--- src/rtl/serial_word_tx_if.sv ---
// serial_word_tx_if: word handshake in, framed bit stream out
interface serial_word_tx_if #(parameter int WIDTH = 8);
  logic [WIDTH-1:0] din;
  logic din_valid;
  logic din_ready;
  logic bit_out;
  logic bit_valid;
  logic frame_start;
  logic frame_end;
  logic busy;
  modport master (output din, din_valid, input din_ready, bit_out, bit_valid, frame_start, frame_end, busy);
  modport slave (input din, din_valid, output din_ready, bit_out, bit_valid, frame_start, frame_end, busy);
endinterface

--- src/rtl/serial_word_tx.sv ---
// serial_word_tx: serialises a parallel word into a framed bit stream with optional even parity and idle gap
module serial_word_tx #(
  parameter int WIDTH = 8,
  parameter bit MSB_FIRST = 1,
  parameter bit APPEND_PARITY = 1,
  parameter int GAP = 0
) (
  input logic clk,
  input logic rst_n,
  serial_word_tx_if.slave bus
);
  localparam int CW = $clog2(WIDTH + 1);
  localparam logic [CW-1:0] LAST = CW'(WIDTH - 1);
  localparam logic [3:0] GLAST = 4'(GAP > 0 ? GAP - 1 : 0);
  typedef enum logic [1:0] {S_IDLE, S_SHIFT, S_PARITY, S_GAP} state_t;
  state_t state_q;
  logic [WIDTH-1:0] sh_q;
  logic [CW-1:0] cnt_q;
  logic [3:0] gcnt_q;
  logic par_q;
  logic head;
  state_t after_par, after_data;
  assign head = MSB_FIRST ? sh_q[WIDTH-1] : sh_q[0];
  assign after_par = GAP > 0 ? S_GAP : S_IDLE;
  assign after_data = APPEND_PARITY ? S_PARITY : after_par;
  always_ff @(posedge clk or negedge rst_n)
    if (!rst_n) begin
      state_q <= S_IDLE;
      sh_q <= '0;
      cnt_q <= '0;
      gcnt_q <= '0;
      par_q <= 1'b0;
    end else
      case (state_q)
        S_IDLE: if (bus.din_valid) begin
          sh_q <= bus.din;
          cnt_q <= '0;
          par_q <= 1'b0;
          state_q <= S_SHIFT;
        end
        S_SHIFT: begin
          sh_q <= MSB_FIRST ? {sh_q[WIDTH-2:0], 1'b0} : {1'b0, sh_q[WIDTH-1:1]};
          par_q <= par_q ^ head;
          cnt_q <= cnt_q + 1'b1;
          gcnt_q <= '0;
          if (cnt_q == LAST) state_q <= after_data;
        end
        S_PARITY: begin
          gcnt_q <= '0;
          state_q <= after_par;
        end
        S_GAP: begin
          gcnt_q <= gcnt_q + 1'b1;
          if (gcnt_q == GLAST) state_q <= S_IDLE;
        end
        default: state_q <= S_IDLE;
      endcase
  // outputs are pure decodes of registered state, so reset clears them without a clock
  assign bus.din_ready = state_q == S_IDLE;
  assign bus.busy = state_q != S_IDLE;
  assign bus.bit_valid = state_q == S_SHIFT || state_q == S_PARITY;
  assign bus.bit_out = state_q == S_SHIFT ? head : (state_q == S_PARITY && par_q);
  assign bus.frame_start = state_q == S_SHIFT && cnt_q == '0;
  assign bus.frame_end = state_q == S_PARITY || (!APPEND_PARITY && state_q == S_SHIFT && cnt_q == LAST);
endmodule

--- src/flat_wrapper.sv ---
// flat-port wrapper written by rule: the top's interface ports become plain ports
module serial_word_tx_flat 
#(
  parameter int WIDTH = 8,
  parameter bit MSB_FIRST = 1,
  parameter bit APPEND_PARITY = 1,
  parameter int GAP = 0
)
  (clk, rst_n, bus_din, bus_din_valid, bus_din_ready, bus_bit_out, bus_bit_valid, bus_frame_start, bus_frame_end, bus_busy);
  serial_word_tx_if #(.WIDTH(WIDTH)) bus_i ();
  input logic clk;
  input logic rst_n;
  input wire logic [$bits(bus_i.din)-1:0] bus_din;
  input wire logic [$bits(bus_i.din_valid)-1:0] bus_din_valid;
  output wire logic [$bits(bus_i.din_ready)-1:0] bus_din_ready;
  output wire logic [$bits(bus_i.bit_out)-1:0] bus_bit_out;
  output wire logic [$bits(bus_i.bit_valid)-1:0] bus_bit_valid;
  output wire logic [$bits(bus_i.frame_start)-1:0] bus_frame_start;
  output wire logic [$bits(bus_i.frame_end)-1:0] bus_frame_end;
  output wire logic [$bits(bus_i.busy)-1:0] bus_busy;
  assign bus_i.din = bus_din;
  assign bus_i.din_valid = bus_din_valid;
  assign bus_din_ready = bus_i.din_ready;
  assign bus_bit_out = bus_i.bit_out;
  assign bus_bit_valid = bus_i.bit_valid;
  assign bus_frame_start = bus_i.frame_start;
  assign bus_frame_end = bus_i.frame_end;
  assign bus_busy = bus_i.busy;
  serial_word_tx #(.WIDTH(WIDTH), .MSB_FIRST(MSB_FIRST), .APPEND_PARITY(APPEND_PARITY), .GAP(GAP)) u_core (.clk(clk), .rst_n(rst_n), .bus(bus_i));
endmodule
--- config.mk ---
export PLATFORM = sky130hd
export DESIGN_NAME = serial_word_tx_flat
export DESIGN_NICKNAME = d
export VERILOG_FILES = /design/src/rtl/serial_word_tx_if.sv /design/src/rtl/serial_word_tx.sv /design/src/flat_wrapper.sv
export SDC_FILE = /design/constraint.sdc
export NUM_CORES = 1
export LEC_CHECK = 0
export CAP_MARGIN = 5
export CORE_UTILIZATION = 56
export CTS_CLUSTER_SIZE = 12
export DETAILED_ROUTE_END_ITERATION = 12
export PLACE_DENSITY = 0.93
export SYNTH_ARGS = -nofsm -noshare
export SYNTH_HDL_FRONTEND = slang
export SYNTH_SLANG_ARGS = --single-unit
--- constraint.sdc ---
create_clock -name clk -period 4.5 [get_ports clk]
set_input_delay 0.45 -clock clk [delete_from_list [all_inputs] [get_ports clk]]
set_output_delay 0.45 -clock clk [all_outputs]
set_load 0.01 [all_outputs]
==> out/results.ini, run 1 <==
[global_route]
grtUsageMet2_pct=40.9
antenna_found_initial=0
grt_max_degree=20
track_usage_pct=23.3
overflow=0
met3_usage_pct=5.56
grt_pass1_wl_microns=3300
grt.busiest_layer=met2
grt.met1_usage_pct=23.9
grt_pass1_vias=806

[cells_and_area]
layout.nets=144
fillers=135
multiInputGateArea_sq_um=548
drive_above_1_share_pct=7.32
regArea_sq_um=475
synthToLayoutAreaGrowth_pct=19.7
diodes=0
final_cells=148

[logic_synthesis]
synth_area_leaders=dfrtp_1 44%, ha_1 11%, mux2i_1 9.3%
yosysSeqAreaShare_pct=44.4
avgSynthCellArea_sq_um=10.2
yosysWarnings=0
syn_area_sq_um=1070
netlist_instances=105
yosys.area.top_type=dfrtp_1
synth-seq-cells=19
ys_types=25
syn_nets=125
synth_top_area_share_pct=44.4

[timing]
min_period_ps=3130
fmax_ghz=0.319
tightest_slew_ps=819
final.setup.tns_ps=0
skew_ps=4.38
fin_crit_sh_pct=69.6
rsz0062_at_grt=no
hold_viol_final=0
setup_viol=0
relSlewSlack_pct=45.3
final.setup.worst_slack_ps=1370
finalMaxSlewViolations=0

[pwr]
ir_drop_uv=336
power_density_nw_per_um2=630
p_leak_nw=0.570

[clock_network]
cts_tree=built
numCtsBuffers=3
root_buffer=clkbuf_4
clk_path_buf_depth=2
clk_latency_ps=300
post-cts-setup-buffer-count=0
cts_hold_buf=0
cts_resized=0
clkSinkCount=19
path_clk_slew_ps=110
htreeDepth=1

[placement]
placed_cells=144
post-dp-hpwl_microns=1540
port_buffers=16
place_ws_ps=1730
place.gp.congestion=0.715

[hold_path]
hold_class=flip-flop to flip-flop

[route]
vias=785
drc=0
final_antenna_net_count=0
wire_per_inst_microns=13.5
vias_per_cell=5.30
drt_iter0_markers=7
drt_first_pass_iters=4
wirelength_microns=2000

[critical_path]
rrSetupSlack_ps=2250
path_buf_inv=3
worst_ep_required_time_ps=4050
path_class=flip-flop to primary output
cp-start-kind=flip-flop
cpLargestDelayFamily=buffers and inverters
crit_path_cell_trace=inv_1, ha_1, inv_2, nor4b_1, clkdlybuf4s50_1
path_max_fanout=15
crit_slowest_cell=ha_1
cpPeakStageDelay_ps=660
cp-end-kind=primary output
cp.arrival_ps=2680

[floorplan]
die_h_microns=45.7
ios=17
fp.dieW_microns=45.7
start_util_pct=60.7
die_area_sq_um=2090
fp-row-count=15
core_sq_um=1760

[status]
outcome=complete, no violations

[job]
drv_cap=0

layout make-up:
| type | count | area share, % |
|---|---|---|
| clock buffers | 4 | 2.05 |
| inverters | 9 | 2.63 |
| multi-input cells | 74 | 42.7 |
| flip-flops and latches | 19 | 37.1 |
| well taps | 25 | 2.44 |
| repair buffers | 17 | 13.1 |
synth_stat cells:
| cell | count |
|---|---|
| o21ai_1 | 1 |
| nand3b_1 | 1 |
| nor4b_1 | 1 |
| dfrtp_1 | 19 |
| a21oi_1 | 2 |
| a22o_1 | 2 |
| ha_1 | 9 |
| mux2i_1 | 10 |
| or3b_4 | 1 |
| nor2b_1 | 3 |
| a2bb2oi_2 | 1 |
| o41ai_1 | 1 |
| a221oi_4 | 1 |
| nand3_1 | 2 |
| o21ai_0 | 13 |
| nand2_1 | 16 |
| buf_2 | 2 |
| o31ai_1 | 2 |
| mux2_2 | 1 |
| clkbuf_1 | 1 |
| and2_1 | 1 |
| nand2b_1 | 5 |
| inv_2 | 1 |
| inv_1 | 8 |
| a22oi_1 | 1 |
tightest hold or removal path: cells and delay by family, from the launching register on:
kind            cells  cell delay (ps)
flops               1              360
simple gates        1               50
compound gates      1               60
layer usage:
| metal | share of wire, % | vias up |
|---|---|---|
| met5 | 0 | - |
| met4 | 2.5 | 0 |
| met3 | 2.7 | 5 |
| met2 | 52 | 11 |
| met1 | 43 | 375 |
| li1 | - | 394 |
cells by family after synthesis:
logic type / count (synthesis) / share of synthesized area, %
adder cells (fa/ha/maj): 9 / 10.5
AND/OR/NAND/NOR: 30 / 14.4
buffers and inverters: 12 / 4.44
flip-flops: 19 / 44.4
multiplexers: 11 / 10.4
AO/OA/AOI/OAI: 24 / 15.9
state kept, by name (all words and copies together) (netlist names):
register / count
u_core.state_q: 2
u_core.gcnt_q: 4
u_core.par_q: 1
u_core.sh_q: 8
u_core.cnt_q: 4
path summary, 6_finish.rpt:
| kind | start | endpoint | cells past startpoint |
|---|---|---|---|
| setup / recovery | u_core.state_q[1]$_DFFE_PN0P_ | bus_frame_start | 5 |
| hold / removal | u_core.sh_q[0]$_DFFE_PN0P_ | u_core.sh_q[0]$_DFFE_PN0P_ | 2 |
| setup reg to reg | u_core.state_q[1]$_DFFE_PN0P_ | u_core.cnt_q[3]$_DFFE_PN0P_ | 6 |
| hold reg to reg | u_core.sh_q[0]$_DFFE_PN0P_ | u_core.sh_q[0]$_DFFE_PN0P_ | 2 |
| max in group asynchronous | rst_n | u_core.cnt_q[3]$_DFFE_PN0P_ | 1 |
| min in group asynchronous | rst_n | u_core.sh_q[0]$_DFFE_PN0P_ | 1 |
where the power goes:
part / internal (mW) / leakage (nW) / switching (mW)
combinational: 0.210 / 0.308 / 0.220
sequential: 0.236 / 0.246 / 0.0542
clock: 0.0346 / 0.0150 / 0.0525
stage by stage:
| step | power, mW | area, sq um | util, % | hold slack (ps) |
|---|---|---|---|---|
| 2_1_floorplan | 0.586 | 1070 | - | 154 |
| 3_3_place_gp | 0.698 | 1260 | 71.2 | 461 |
| 3_5_place_dp | 0.728 | 1260 | 71.2 | 472 |
| 4_1_cts | 0.814 | 1280 | 72.7 | 496 |
| 5_1_grt | 0.869 | 1280 | 72.7 | 514 |
| 6_report | 0.807 | 1280 | 72.7 | 490 |
layout by cell type (no fill, tap or decap), types with 2 or more instances in the layout:
master           count
nand2_1             16
mux2i_1             10
clkbuf_4             3
inv_1                8
a22o_1               2
dfrtp_1             19
nand2b_1             5
a21oi_1              2
nand3_1              2
o31ai_1              2
o21ai_0             13
clkdlybuf4s50_1     16
ha_1                 9
nor2b_1              3
(Power assumes the default switching activity.)
==> inputs of run 2 (changes only) <==
--- a/config.mk
+++ b/config.mk
@@ -6,10 +6,10 @@
 export NUM_CORES = 1
 export LEC_CHECK = 0
 export CAP_MARGIN = 5
-export CORE_UTILIZATION = 56
+export CORE_UTILIZATION = 52
 export CTS_CLUSTER_SIZE = 12
 export DETAILED_ROUTE_END_ITERATION = 12
-export PLACE_DENSITY = 0.93
+export PLACE_DENSITY = 0.88
 export SYNTH_ARGS = -nofsm -noshare
 export SYNTH_HDL_FRONTEND = slang
 export SYNTH_SLANG_ARGS = --single-unit
==> constraint.sdc (replaced) <==
create_clock -name clk -period 3 [get_ports clk]
set_input_delay 0.3 -clock clk [delete_from_list [all_inputs] [get_ports clk]]
set_output_delay 0.3 -clock clk [all_outputs]
set_load 0.01 [all_outputs]
==> run 2 against run 1 <==
Effect of this change:
- global-route usage is 4.5 points lower
- sequential share of layout area fell by 0.32 points
- final cell count rose by 2.0%
- critical path depth is the same
- wire length down 11%
- cell area increased by 0.88%
- core utilization decreased by 6.1 points
- critical path type unchanged
- highest routed layer unchanged
==> out/results.ini, run 2 (synthesized netlist as in run 1, its figures left out) <==
[global_route]
grt_max_degree=21  ; +5.0%
grt_pass1_wl_microns=2990  ; -9.4%
overflow=0  ; unchanged
track_usage_pct=18.9  ; -4.5 points
grt_pass1_vias=745  ; -7.6%
antenna_found_initial=0  ; unchanged

[placement]
port_buffers=16  ; unchanged
placed_cells=147  ; +2.1%
post-dp-hpwl_microns=1360  ; -12%
place.gp.congestion=0.790  ; +11%

[timing]
fmax_ghz=0.431
tightest_slew_ps=852  ; +33.6 ps
rsz0062_at_grt=no
hold_viol_final=0  ; unchanged
relSlewSlack_pct=43.0  ; -2.2 points
min_period_ps=2320
skew_ps=6.90  ; +2.52 ps
final.setup.tns_ps=0  ; unchanged
finalMaxSlewViolations=0  ; unchanged
fin_crit_sh_pct=77.3
setup_viol=0  ; unchanged

[critical_path]
cpPeakStageDelay_ps=580  ; -80 ps
cp.arrival_ps=2020  ; -660 ps
path_class=flip-flop to primary output
cp-end-kind=primary output
path_max_fanout=6  ; -9
cpLargestDelayFamily=buffers and inverters
worst_ep_required_time_ps=2700  ; -1350 ps
rrSetupSlack_ps=1080  ; -1170 ps
path_buf_inv=3  ; unchanged
cp-start-kind=flip-flop
crit_path_cell_trace=inv_1, ha_1, inv_2, nor4b_1, clkdlybuf4s50_1
crit_slowest_cell=clkdlybuf4s50_1

[clock_network]
clk_latency_ps=300  ; about the same
clkSinkCount=19  ; unchanged
htreeDepth=1  ; unchanged
cts_resized=0  ; unchanged
numCtsBuffers=3  ; unchanged
cts_hold_buf=0  ; unchanged
cts_tree=built
post-cts-setup-buffer-count=0  ; unchanged
clk_path_buf_depth=2  ; unchanged
path_clk_slew_ps=110  ; about the same
root_buffer=clkbuf_4

[cells_and_area]
diodes=0  ; unchanged
final_cells=151  ; +2.0%
layout_common_cells=19 x dfrtp_1, 16 x nand2_1, 16 x clkdlybuf4s50_1, 13 x o21ai_0, 10 x mux2i_1
final_util_pct=66.6  ; -6.1 points
synthToLayoutAreaGrowth_pct=20.8
layout.nets=145  ; +0.69%
largest_register=u_core.sh_q
layout_commonest_cell=dfrtp_1
drive_above_1_share_pct=8.87  ; +1.6 points
largest_reg_flops=8  ; unchanged
top_regs=u_core.sh_q: 8 flops, u_core.cnt_q: 4 flops, u_core.gcnt_q: 4 flops

[floorplan]
fp.dieW_microns=47.4  ; +3.6%
ios=17  ; unchanged
fp-row-count=16  ; +1
die_area_sq_um=2250  ; +7.4%
core_sq_um=1940  ; +10%
start_util_pct=55.2  ; -5.6 points
die_h_microns=47.4  ; +3.6%

[route]
drc=0  ; unchanged
drt_iter0_markers=8  ; +1
vias_per_cell=5.11  ; -3.6%
final_antenna_net_count=0  ; unchanged
wire_per_inst_microns=11.8  ; -12%
wirelength_microns=1790  ; -11%
vias=772  ; -1.7%
drt_first_pass_iters=4  ; unchanged

[status]
outcome=complete, no violations

[hold_path]
hold_class=input port to asynchronous set/reset pin

[job]
drv_cap=0  ; unchanged

[pwr]
power_density_nw_per_um2=929  ; +48%
finalPower_mw=1.20  ; +49%
p_leak_nw=0.577  ; +1.4%
ir_drop_uv=584  ; +74%

[run 2: layout make-up]
type,instances,area [sq um]
clock buffer,3,22.5
clock inverter,1,5.00
fill,165,648
inverter,9,33.8
multi-input combinational,74,548
sequential,19,475
tap,27,33.8
timing repair buffer,18,175
[run 2: layer usage]
metal / up-vias / track usage (%) / wire, microns
met2: 10 / 31.5 / 922
met4: 0 / 8.57 / 9
met3: 2 / 2.31 / 42
met1: 359 / 24.3 / 812
met5: - / 0 / 0
li1: 401 / - / -
[run 2: power by group]
part,switching [mW],internal (mW),leakage (nW),total (mW)
combinational,0.321,0.319,0.313,0.640
clock,0.0788,0.0496,0.0177,0.128
sequential,0.0795,0.355,0.246,0.434
[run 2: metrics by stage]
stage,area (sq um),hold WS [ps],worst slack [ps]
5_1_grt,1290,525,560
2_1_floorplan,1070,4.41,1320
3_3_place_gp,1270,460,1090
6_report,1290,479,681
4_1_cts,1290,495,638
3_5_place_dp,1270,472,997
[run 2: final timing paths]
path	start	endpoint	cells past startpoint
setup / recovery	u_core.state_q[1]$_DFFE_PN0P_	bus_frame_start	5
hold / removal	rst_n	u_core.gcnt_q[3]$_DFFE_PN0P_	1
setup reg to reg	u_core.state_q[1]$_DFFE_PN0P_	u_core.par_q$_DFFE_PN0P_	7
hold reg to reg	u_core.gcnt_q[3]$_DFFE_PN0P_	u_core.gcnt_q[3]$_DFFE_PN0P_	1
max in group asynchronous	rst_n	u_core.sh_q[4]$_DFFE_PN0P_	1
min in group clk	u_core.gcnt_q[3]$_DFFE_PN0P_	u_core.gcnt_q[3]$_DFFE_PN0P_	1
